===== src/rtl/nota_to_tono_if.sv =====
// Note-index-in / square-wave-out bundle between the note mapper and the tone generator.
interface nota_to_tono_if;
    logic [7:0] nota_final;
    logic       tono;
    logic       activo;
    logic       busy;
    logic [7:0] nota_actual;

    modport master (output nota_final, input tono, activo, busy, nota_actual);
    modport slave  (input nota_final, output tono, activo, busy, nota_actual);
endinterface


===== src/rtl/nota_to_tono.sv =====
// Note index -> 50% duty square tone: octave/key decode, table lookup, half-period counter.
// A change lands k+2 cycles after it is sampled (k = octave); no backpressure, input is level-sampled.
module nota_to_tono #(
    parameter longint unsigned CLK_FREQ_HZ = 100_000_000,
    parameter int unsigned     CNT_W       = 19
) (
    input  logic           clk,
    input  logic           rst_n,
    nota_to_tono_if.slave  bus
);
    typedef enum logic [1:0] {IDLE, RUN, DECODE, LOAD} state_t;

    // Half-periods for C3..C4 at 100 MHz, rescaled (rounded) to the actual clock.
    function automatic logic [CNT_W-1:0] scale(input longint unsigned base);
        return CNT_W'((base * CLK_FREQ_HZ + 64'd50_000_000) / 64'd100_000_000);
    endfunction

    localparam logic [CNT_W-1:0] H_TAB [16] = '{
        scale(64'd382225), scale(64'd360776), scale(64'd340524), scale(64'd321412),
        scale(64'd303372), scale(64'd286345), scale(64'd270275), scale(64'd255105),
        scale(64'd240787), scale(64'd227273), scale(64'd214517), scale(64'd202477),
        scale(64'd191113), '0, '0, '0
    };

    state_t           state_q, state_d;
    logic [7:0]       nota_reg_q, nota_reg_d;
    logic [7:0]       rem_q, rem_d;
    logic [2:0]       oct_q, oct_d;
    logic [CNT_W-1:0] half_q, half_d;
    logic [CNT_W-1:0] cnt_q, cnt_d;
    logic             tono_q, tono_d;
    logic             activo_q, activo_d;
    logic [7:0]       nota_actual_q, nota_actual_d;

    logic       chg;
    logic       valid_note;
    logic [3:0] key_idx;

    assign chg        = (bus.nota_final != nota_reg_q);
    assign valid_note = (nota_reg_q != 8'd0) && (nota_reg_q <= 8'd65);
    assign key_idx    = 4'(rem_q - 8'd1);

    always_ff @(posedge clk or negedge rst_n) begin
        if (!rst_n) state_q <= IDLE;
        else        state_q <= state_d;
    end

    always_comb begin
        state_d = state_q;
        unique case (state_q)
            IDLE, RUN: if (chg) state_d = DECODE;
            DECODE: begin
                if (chg)                              state_d = DECODE;
                else if (!valid_note || rem_q <= 8'd13) state_d = LOAD;
            end
            LOAD:    state_d = valid_note ? RUN : IDLE;
            default: state_d = IDLE;
        endcase
    end

    always_comb begin
        nota_reg_d    = nota_reg_q;
        rem_d         = rem_q;
        oct_d         = oct_q;
        half_d        = half_q;
        cnt_d         = cnt_q;
        tono_d        = tono_q;
        activo_d      = activo_q;
        nota_actual_d = nota_actual_q;

        // The old tone keeps running while a new note is being decoded.
        if (activo_q) begin
            if (cnt_q == half_q - CNT_W'(1)) begin
                cnt_d  = '0;
                tono_d = ~tono_q;
            end else begin
                cnt_d  = cnt_q + CNT_W'(1);
            end
        end

        if (state_q != LOAD && chg) begin
            nota_reg_d = bus.nota_final;
            rem_d      = bus.nota_final;
            oct_d      = '0;
        end else if (state_q == DECODE && valid_note && rem_q > 8'd13) begin
            rem_d = rem_q - 8'd13;
            oct_d = oct_q + 3'd1;
        end else if (state_q == LOAD) begin
            cnt_d = '0;
            if (valid_note) begin
                half_d        = H_TAB[key_idx] >> oct_q;
                tono_d        = 1'b1;
                activo_d      = 1'b1;
                nota_actual_d = nota_reg_q;
            end else begin
                tono_d        = 1'b0;
                activo_d      = 1'b0;
                nota_actual_d = 8'd0;
            end
        end
    end

    always_ff @(posedge clk or negedge rst_n) begin
        if (!rst_n) begin
            nota_reg_q    <= '0;
            rem_q         <= '0;
            oct_q         <= '0;
            half_q        <= '0;
            cnt_q         <= '0;
            tono_q        <= 1'b0;
            activo_q      <= 1'b0;
            nota_actual_q <= '0;
        end else begin
            nota_reg_q    <= nota_reg_d;
            rem_q         <= rem_d;
            oct_q         <= oct_d;
            half_q        <= half_d;
            cnt_q         <= cnt_d;
            tono_q        <= tono_d;
            activo_q      <= activo_d;
            nota_actual_q <= nota_actual_d;
        end
    end

    always_comb begin
        bus.tono        = tono_q;
        bus.activo      = activo_q;
        bus.busy        = (state_q == DECODE) || (state_q == LOAD);
        bus.nota_actual = nota_actual_q;
    end
endmodule

===== src/flat_wrapper.sv =====
// flat-port wrapper written by rule: the top's interface ports become plain ports
module nota_to_tono_flat 
#(
    parameter longint unsigned CLK_FREQ_HZ = 100_000_000,
    parameter int unsigned     CNT_W       = 19
)
  (clk, rst_n, bus_nota_final, bus_tono, bus_activo, bus_busy, bus_nota_actual);
  nota_to_tono_if bus_i ();
  input  logic clk;
  input  logic rst_n;
  input wire logic [$bits(bus_i.nota_final)-1:0] bus_nota_final;
  output wire logic [$bits(bus_i.tono)-1:0] bus_tono;
  output wire logic [$bits(bus_i.activo)-1:0] bus_activo;
  output wire logic [$bits(bus_i.busy)-1:0] bus_busy;
  output wire logic [$bits(bus_i.nota_actual)-1:0] bus_nota_actual;
  assign bus_i.nota_final = bus_nota_final;
  assign bus_tono = bus_i.tono;
  assign bus_activo = bus_i.activo;
  assign bus_busy = bus_i.busy;
  assign bus_nota_actual = bus_i.nota_actual;
  nota_to_tono #(.CLK_FREQ_HZ(CLK_FREQ_HZ), .CNT_W(CNT_W)) u_core (.clk(clk), .rst_n(rst_n), .bus(bus_i));
endmodule

===== config.mk =====
export PLATFORM = sky130hd
export DESIGN_NAME = nota_to_tono_flat
export DESIGN_NICKNAME = d
export VERILOG_FILES = /design/src/rtl/nota_to_tono_if.sv /design/src/rtl/nota_to_tono.sv /design/src/flat_wrapper.sv
export SDC_FILE = /design/constraint.sdc
export NUM_CORES = 1
export LEC_CHECK = 0
export CORE_ASPECT_RATIO = 0.9
export CORE_MARGIN = 1.5
export CORE_UTILIZATION = 45
export DETAILED_ROUTE_END_ITERATION = 10
export PLACE_DENSITY_LB_ADDON = 0.15
export SLEW_MARGIN = 25
export SYNTH_ARGS = -nofsm -noshare
export SYNTH_HDL_FRONTEND = slang
export SYNTH_SLANG_ARGS = --single-unit
export TNS_END_PERCENT = 50

===== constraint.sdc =====
create_clock -name clk -period 6 [get_ports clk]
set_input_delay 1.2 -clock clk [delete_from_list [all_inputs] [get_ports clk]]
set_output_delay 1.2 -clock clk [all_outputs]
set_load 0.01 [all_outputs]

[Yosys cells after proc, flatten, opt, wreduce, memory -nomap -nowiden]
Memories as Yosys holds them, arrays and structs flattened.
Cells that the tools add are included.
Storage, ports and cells
  bits in registers: 69
  bits in read-only memories: 304
  input bits: 10
  output and inout port bits: 11
  logic and storage cells: 69
  memories kept: 1
Operators by class
  add/sub/neg operators: 5
  order comparisons: 4
  equality and inequality tests: 8
  shifts and indexed selects: 1
  muxes and demuxes: 23
  bitwise logic cells: 4
  reductions and logical operators: 14
Memory list
  (name not given): depth 16, width 19, rd ports 1, clocked after Yosys merged registers in 0, wr ports 0, RTL line nota_to_tono.sv:91  | half_d = H_TAB[key_idx] >> oct_q;
Operators by type and width (count)
  2-to-1 mux 19 bit: 7
  2-to-1 mux 8 bit: 3
  adder 19 x 1 -> 19 bit (second input constant): 1
  equality test 19 bit: 1
  right shift 19 x 3 -> 19 bit: 1
  subtractor 19 x 1 -> 19 bit (second input constant): 1
  > comparator 8 x 4 -> 1 bit (second input constant): 1
  <= comparator 8 x 4 -> 1 bit (second input constant): 1
  <= comparator 8 x 7 -> 1 bit (second input constant): 1
  != test 8 bit: 1
  nonzero test 8 bit: 1
  subtractor 8 x 4 -> 8 bit (second input constant): 1
  2-to-1 mux 1 bit: 7
  2-to-1 mux 2 bit: 3
  2-to-1 mux 3 bit: 2
  one-hot mux 2 bit (3 select lines): 1
  greater-or-equal comparator 5 bit (second input constant): 1
  inverter 4 -> 5 bit: 1
  equality test 2 bit (second input constant): 2
  logical AND 1 bit: 4
  AND reduction 4 bit: 1
  subtractor 4 x 1 -> 4 bit (second input constant): 1
  adder 3 x 1 -> 3 bit (second input constant): 1
  != test 3 x 1 -> 1 bit (second input constant): 1
  other kinds (11): 14

[Logic depth before layout (Yosys ltp)]
Gate-level depths: netlist of run 1.
  word-level depth: 7
  mapped depth: 12
  mapped depth without buffers: 10

[Least setup slack after synthesis of run 1]
Ideal clock, no wire load.
  path kind: register to register
  start: reg u_core.half_q[0]
  end: reg u_core.cnt_q[10]
  arrival time: 2763 ps
  data required time: 5879 ps
  setup slack: 3116 ps
  stages on the path, launching flop included: 12
  path buffers: 2
  clock period less this slack: 2884 ps
  cell sequence: dfrtp_1 -> inv_1 -> ha_1 -> clkbuf_1 -> xnor3_1 -> nand3_1 -> a2111oi_0 -> a211oi_1 -> or4b_1 -> o21ai_2 -> buf_2 -> nor2_1
On the way
  word-level cells in the longest chain between the ends: 7
RTL lines
  from (decl): RTL line nota_to_tono.sv:29  | logic [CNT_W-1:0] half_q, half_d;
  from (signal assigned): RTL line nota_to_tono.sv:117  | half_q <= half_d;
  subtractor 19 x 1 -> 19 bit *: RTL line nota_to_tono.sv:73  | if (cnt_q == half_q - CNT_W'(1)) begin
  equality test 19 bit *: RTL line nota_to_tono.sv:73
  2-to-1 mux 19 bit *: RTL line nota_to_tono.sv:73
  2-to-1 mux 19 bit *: RTL line nota_to_tono.sv:72  | if (activo_q) begin
  2-to-1 mux 19 bit: RTL line nota_to_tono.sv:88  | end else if (state_q == LOAD) begin
  2-to-1 mux 19 bit: RTL line nota_to_tono.sv:85  | end else if (state_q == DECODE && valid_note && rem_q > 8'd13) begin
  2-to-1 mux 19 bit *: RTL line nota_to_tono.sv:81  | if (state_q != LOAD && chg) begin
  named net u_core.cnt_d[10]: RTL line nota_to_tono.sv:30  | logic [CNT_W-1:0] cnt_q, cnt_d;
  to (signal assigned): RTL line nota_to_tono.sv:118  | cnt_q <= cnt_d;
  to (decl): RTL line nota_to_tono.sv:30
The timed path passes the listed nets; every way through them passes the cells marked *.
A chain may end at the register's enable or synchronous reset.

[Worst setup path in the final report of run 1]
  start: reg u_core.rem_q[0]
  end: reg u_core.half_q[8]
On the way
  word-level cells in the longest chain between the ends: 6
  elaborated cells on any way between the ends: 10
  classes of those cells: add/sub (1); order compare (1); shift (1); mux (2); bitwise (2); reduce/logical (2); memory (1)
RTL lines
  from (decl): RTL line nota_to_tono.sv:27  | logic [7:0] rem_q, rem_d;
  from (signal assigned): RTL line nota_to_tono.sv:115  | rem_q <= rem_d;
  subtractor 4 x 1 -> 4 bit: RTL line nota_to_tono.sv:41  | assign key_idx = 4'(rem_q - 8'd1);
  inverter 4 -> 5 bit (implied by the code): RTL line nota_to_tono.sv:91
  memory (16 x 19 bit)
  2-to-1 mux 19 bit (implied by the code) (2 in a row): RTL line nota_to_tono.sv:91
  right shift 19 x 3 -> 19 bit: RTL line nota_to_tono.sv:91
Parallel ways exist; a longest one is shown, timed or not. The select of a mux whose other input is x is not followed.

==> metrics.md, run 1 <==
| Metric | Value |
|---|---|
| Status | `finished clean` |
| P&R area growth vs syn | `9.92%` |
| Avg Synthesized Cell Area | `8.39 um2` |
| Final Power | `~1.4 mW` |
| Final Skew | `0.00843 ns` |
| Reg power frac | `39.4%` |
| Post-cts sizing count | `0` |
| Pwr dens | `245 nW/um2` |
| Nets@finish | `around 610` |
| Core area | `about 11000 um2` |
| Commonest register cell after synthesis | `dfrtp_1` |
| Routed vias | `4318` |
| First-pass DRT Iterations | `5` |
| Final cell count without fillers | `745` |
| VDD IR max | `around 200 uV` |
| RSZ-0062 raised after global routing | `no` |
| Pint | `between 0.9 and 1 mW` |
| Detailed Place HPWL | `between 8000 and 9000 um` |
| # DRC | `0` |
| WS Path Type | `reg2reg` |
| I/O pins | `21` |
| WL final | `12100 um` |
| Max-Cap Viols | `0` |
| Diode count | `0` |
| Utilization after layout | `~51%` |
| FMAX | `256 MHz` |
| Cells after Synth | `600` |
| Die Wd | `114 um` |
| Comb pwr share | `23.1%` |
| CP max-delay cell | `ha_1` |
| Largest net degree at the start of global routing | `70` |
| Yosys Warn Count | `0` |
| Top cells by instance count after synthesis | `nor2_1 (71), dfrtp_1 (69), nand2_1 (64)` |
| DIE AREA | `11800 um2` |
| Final Critical Period | `approximately 3.9 ns` |
| CTS Hold Bufs | `0` |
| Die H | `103 um` |
| Synth async-reset ratio | `100%` |
| Pleak | `2.37 nW` |
| Longest Clk Path Bufs | `2` |
| Later-pin clock latency in the skew report | `0.35 ns` |
| Vias per cell | `5.80` |
| Num CTS Buffers | `9` |
| Cell variety after synth | `73` |
| Antenna violations before repair | `0` |
| Sink Count | `a little under 70` |
| CP Buf/Inv Count | `2` |
| Initial drt markers | `296` |
| Syn Std Cell Area | `5030 um2` |
| Overall global routing resource usage | `21.7%` |
| Antenna-violating nets left | `0` |
| Port buffer count | `20` |
| Largest cells by area after synthesis | `dfrtp_1 (34%), nor2_1 (5.3%), xnor2_1 (4.9%)` |
| Placed Instances | `729` |
| Syn nets | `approximately 620` |
| Root buffer cell | `clkbuf_16` |
| Max FO, Critical Path | `23` |
| Switch share | `a little under a third` |
| Max Slew Vio Count | `0` |
| Psw | `0.431 mW` |
| Post-synth top area share | `34.3%` |
| Post-synth EDFFs | `0` |
| Seq cells post-synth | `69` |
| Kind of cell adding the most delay to the critical path | `adder cells` |
| Clock-pin slew on the worst setup and hold paths | `around 0.060 ns` |
| H-tree depth | `3` |
| Cell type with the highest aggregate area in the netlist | `dfrtp_1` |
| Final Cycle Share | `65.1%` |
| Setup crit start kind | `flip-flop` |
| Initial Util | `46.4%` |
| Hold Fails Final Rpt | `0` |
| CP cell instances | `inv_1 > ha_1 > ha_1 > clkinv_1 > or3_1 > o22ai_1 > mux2i_1 > o21ai_0 > o22ai_1 > a21o_1` |
| Final setup fails | `0` |
| WP data required | `6.23 ns` |
| Site Rows | `36` |
| Clock power share | `~38%` |
| Postcts setup bufs | `0` |
| WL per Instance | `roughly 16 um` |
| Count leader, synth | `nor2_1` |
| Setup TNS | `0 ns` |
| Worst hold path type | `reg2reg` |
| Crit path capture type | `flip-flop` |
| Layout cells sized above 1 | `8.09%` |
| Sequential fraction of the synthesis area | `34.3%` |
| Critical path arrival | `4.14 ns` |
| Slew @ Worst Pin | `0.892 ns` |
| First-pass GRT wire length | `20100 um` |
| Vias in the first global route | `3910` |
| Gr ovfl total | `0` |
| Critical Path Max Stage Delay | `0.76 ns` |
| CTS tree | `done` |
| Relative slew slack | `40.5%` |
| Gp weighted congestion | `0.922` |
[state kept, by name (all words and copies together) (netlist names)]
signal / flops
u_core.bus.tono: 1
u_core.rem_q: 8
u_core.oct_q: 3
u_core.cnt_q: 19
u_core.bus.activo: 1
u_core.nota_reg_q: 8
u_core.bus.nota_actual: 8
u_core.half_q: 19
u_core.state_q: 2
[cell families after synthesis]
family          after synthesis  share of synthesized area (%)
simple gates                252                           25.6
compound gates              132                           17.3
flops                        69                           34.3
buf+inv                      57                           4.65
xor+xnor                     56                           10.0
mux                          25                           5.87
fa+ha+maj                     9                           2.24
[power groups by stage]
stage	combinational [mW]	clock, mW	sequential (mW)
6_report	0.313	0.509	0.533
4_1_cts	0.312	0.521	0.532
3_5_place_dp	0.309	0	0.540
2_1_floorplan	0.243	0	0.521
3_3_place_gp	0.306	0	0.539
5_1_grt	0.346	0.544	0.538
[metrics by stage]
stage          hold slack [ns]  setup slack [ns]  instance area, um2
2_1_floorplan            0.464              3.12                5030
3_3_place_gp             0.468              2.39                5240
3_5_place_dp             0.475              2.25                5240
4_1_cts                  0.494              2.19                5530
5_1_grt                  0.509              1.86                5530
6_report                 0.489              2.09                5530
[cell type report]
cell class / count / area (um2)
fillers: 1029 / 5320
clock buffers: 10 / 239
flip-flops and latches: 69 / 1730
repair buffers: 21 / 203
inverters: 13 / 48.8
clock inverters: 6 / 46.3
well taps: 152 / 190
multi-input cells: 474 / 3080
[layout by cell type (no fill, tap or decap), types with 4 or more instances in the layout]
master / count
clkbuf_16: 9
nor4_1: 10
o21a_1: 4
nand2_1: 64
o21ai_0: 33
nand2b_1: 8
nor3_1: 21
o211a_1: 4
clkdlybuf4s50_1: 19
nand4_1: 11
nor2_1: 71
a31oi_1: 4
mux2i_1: 10
ha_1: 9
inv_1: 12
and3_1: 4
nand3b_1: 8
nor3b_1: 4
xor2_1: 27
xnor2_1: 28
o22ai_1: 10
mux2_2: 12
a21oi_1: 30
nand3_1: 13
o221ai_1: 4
a21o_1: 9
or3_1: 11
dfrtp_1: 69
[worst register-to-register path: stages, from the launching register on]
cell      delay (ns)
dfrtp_1         0.61
inv_1           0.23
ha_1            0.39
ha_1            0.76
clkinv_1        0.44
or3_1           0.40
o22ai_1         0.17
mux2i_1         0.13
o21ai_0         0.33
o22ai_1         0.16
a21o_1          0.17
[path summary, 6_finish.rpt]
path	endpoint	from	depth (start not counted)	slack [ns]
setup / recovery	u_core.half_q[8]	u_core.rem_q[0]	10	2.09
hold / removal	u_core.bus.nota_actual[3]	u_core.bus.nota_actual[3]	2	0.49
setup reg to reg	u_core.half_q[8]	u_core.rem_q[0]	10	2.09
hold reg to reg	u_core.bus.nota_actual[3]	u_core.bus.nota_actual[3]	2	0.49
max in group asynchronous	u_core.rem_q[3]	rst_n	2	4.36
min in group asynchronous	u_core.half_q[17]	rst_n	2	1.05
[per-layer routing]
metal | part of all wire, % | vias up | GRT usage [%]
met4 | 1.3 | 0 | 5.96
met2 | 44 | 108 | 32.6
li1 | - | 2124 | -
met1 | 50 | 2072 | 30.8
met5 | 0 | - | 0
met3 | 5.1 | 14 | 6.24
Note: power is estimated with default switching activity, not from simulation.
==> run 2, diff against run 1 <==
- clock period: 6 -> 3.5 ns (I/O delays scaled with it)
==> run 2 against run 1 <==
Sequential share of layout area is 0.65 points lower. Hold slack worse by 0.0033 ns. Via count is 1.9% higher. Fmax is 25% higher. Die area stayed put.
==> metrics.md, run 2 (synthesized netlist as in run 1, its figures left out) <==
| Metric | Value |
|---|---|
| Port buffer count | `20 (unchanged)` |
| Hold Fails Final Rpt | `0 (unchanged)` |
| Site Rows | `36 (unchanged)` |
| Cell area after layout | `5650 um2 (+2.1%)` |
| Die Wd | `114 um (unchanged)` |
| RSZ-0062 raised after global routing | `no` |
| Max-Cap Viols | `0 (unchanged)` |
| Clock power share | `39.4% (+1.9 points)` |
| Die H | `103 um (unchanged)` |
| Switch share | `30.4% (-1.4 points)` |
| Setup crit start kind | `flip-flop` |
| Post-cts sizing count | `0 (unchanged)` |
| Min Hold Slack | `0.486 ns (-0.00327 ns)` |
| Status | `finished clean` |
| # fillers | `1025 (-0.39%)` |
| Comb pwr share | `22.9% (-0.2 points)` |
| Nets@finish | `620 (+2.1%)` |
| Sink Count | `69 (unchanged)` |
| Final Skew | `0.00694 ns (-0.00149 ns)` |
| Pleak | `2.44 nW (+3.3%)` |
| Antenna-violating nets left | `0 (unchanged)` |
| VDD IR max | `433 uV (+110%)` |
| First-pass DRT Iterations | `5 (unchanged)` |
| Longest Clk Path Bufs | `2 (unchanged)` |
| Psw | `0.732 mW (+70%)` |
| Routed vias | `4401 (+1.9%)` |
| FMAX | `320 MHz (+25%)` |
| Commonest non-fill, non-tap cell in the layout | `nor2_1` |
| I/O pins | `21 (unchanged)` |
| Root buffer cell | `clkbuf_16` |
| Initial drt markers | `246 (-17%)` |
| Pwr dens | `427 nW/um2 (+74%)` |
| CTS tree | `done` |
| Gp weighted congestion | `0.928 (+0.66%)` |
| Initial Util | `46.4% (unchanged)` |
| Crit path capture type | `flip-flop` |
| Max Slew Vio Count | `0 (unchanged)` |
| Largest net degree at the start of global routing | `70 (unchanged)` |
| Layout cells sized above 1 | `9.90% (+1.8 points)` |
| Antenna violations before repair | `0 (unchanged)` |
| Pint | `1.68 mW (+82%)` |
| Final Cycle Share | `89.2% (+24 points)` |
| Relative slew slack | `40.4% (-0.061 points)` |
| WP data required | `3.72 ns (-2.51 ns)` |
| Final Critical Period | `3.12 ns (-0.786 ns)` |
| H-tree depth | `3 (unchanged)` |
| Clock-pin slew on the worst setup and hold paths | `0.06 ns (about the same)` |
| Final setup fails | `0 (unchanged)` |
| Vias in the first global route | `4042 (+3.4%)` |
| Gr ovfl total | `0 (unchanged)` |
| DIE AREA | `11800 um2 (unchanged)` |
| P&R area growth vs syn | `12.3%` |
| Setup TNS | `0 ns (unchanged)` |
| Num CTS Buffers | `9 (unchanged)` |
| Detailed Place HPWL | `9060 um (+3.9%)` |
| Worst hold path type | `reg2reg` |
| CTS Hold Bufs | `0 (unchanged)` |
| Area after DPL | `5340 um2 (+1.9%)` |
| WL final | `12600 um (+3.4%)` |
| WL per Instance | `16.6 um (+1.6%)` |
| # DRC | `0 (unchanged)` |
| Final Power | `2.41 mW (+78%)` |
| Diode count | `0 (unchanged)` |
| First-pass GRT wire length | `20800 um (+3.9%)` |
| Core area | `10900 um2 (unchanged)` |
| Commonest cells after routing, fill and taps aside | `nor2_1 (71), dfrtp_1 (69), nand2_1 (64)` |
| Postcts setup bufs | `0 (unchanged)` |
| Vias per cell | `5.81 (+0.17%)` |
| Slew @ Worst Pin | `0.886 ns (-0.00666 ns)` |
| Overall global routing resource usage | `22.4% (+0.70 points)` |
| Later-pin clock latency in the skew report | `0.34 ns (about the same)` |
| WS Path Type | `reg2reg` |
| Max FO, Critical Path | `17 (-26%)` |
| Critical path arrival | `3.34 ns (-0.80 ns)` |
| Reg power frac | `37.7% (-1.7 points)` |
| Biggest regs | `u_core.cnt_q (19), u_core.half_q (19)` |
run 2: cell types whose count changed in the layout (fill, tap and decap cells not counted):
cell / delta
buf_4: +13
bufinv_16: +1
clkbuf_8: +1
clkinv_4: -1
inv_6: -1
nor4_1: +1
nor4_2: -1
run 2: stage by stage:
stage               utilization (%)  cells  setup WS [ns]
global route                   52.0    758          0.193
floorplan                         -    600          0.616
global placement               49.2    742          0.480
finish                         52.0    758          0.378
detailed placement             49.2    742          0.461
CTS                            52.0    758          0.432
run 2: cell type report:
class | count | area [um2] | area share (%)
Timing Repair Buffer | 34 | 300 | 5.32
Multi-Input combinational cell | 474 | 3070 | 54.4
Clock buffer | 11 | 253 | 4.47
Tap cell | 152 | 190 | 3.37
Inverter | 13 | 48.8 | 0.864
Sequential cell | 69 | 1730 | 30.6
Clock inverter | 5 | 58.8 | 1.04
run 2: final timing paths:
path                                      startpoint                   endpoint  slack, ns  depth (start not counted)
setup / recovery                    u_core.half_q[0]           u_core.cnt_q[18]       0.38                         10
hold / removal             u_core.bus.nota_actual[3]  u_core.bus.nota_actual[3]       0.49                          2
setup reg to reg                    u_core.half_q[0]           u_core.cnt_q[18]       0.38                         10
hold reg to reg            u_core.bus.nota_actual[3]  u_core.bus.nota_actual[3]       0.49                          2
max in group asynchronous                      rst_n            u_core.cnt_q[4]       2.34                          2
min in group asynchronous                      rst_n          u_core.half_q[10]       0.57                          2
run 2: worst max-delay path: stages, from the launching register on:
cell and delay (ns):
dfrtp_1 0.47, inv_1 0.07, ha_1 0.34, xnor3_1 0.42, nand3_1 0.07, a2111oi_0 0.44, a211oi_1 0.11, or4b_1 0.60
o21ai_2 0.14, buf_4 0.25, nor2_1 0.07
run 2: metal layers:
| metal | part of all wire [%] | wire (um) | global-route usage [%] | vias to the layer above |
|---|---|---|---|---|
| met4 | 1.1 | 137 | 5.67 | 0 |
| met5 | 0 | 0 | 0 | - |
| met1 | 49 | 6210 | 32.6 | 2106 |
| li1 | - | - | - | 2148 |
| met2 | 44 | 5530 | 33.9 | 135 |
| met3 | 5.4 | 676 | 5.07 | 12 |
run 2: power by group through the flow:
stage / registers [mW] / clock network (mW) / logic [mW]
final: 0.909 / 0.950 / 0.551
after global routing: 0.918 / 0.997 / 0.613
after CTS: 0.908 / 0.966 / 0.546
after detailed placement: 0.922 / 0 / 0.543
after global placement: 0.921 / 0 / 0.539
after floorplan: 0.893 / 0 / 0.417
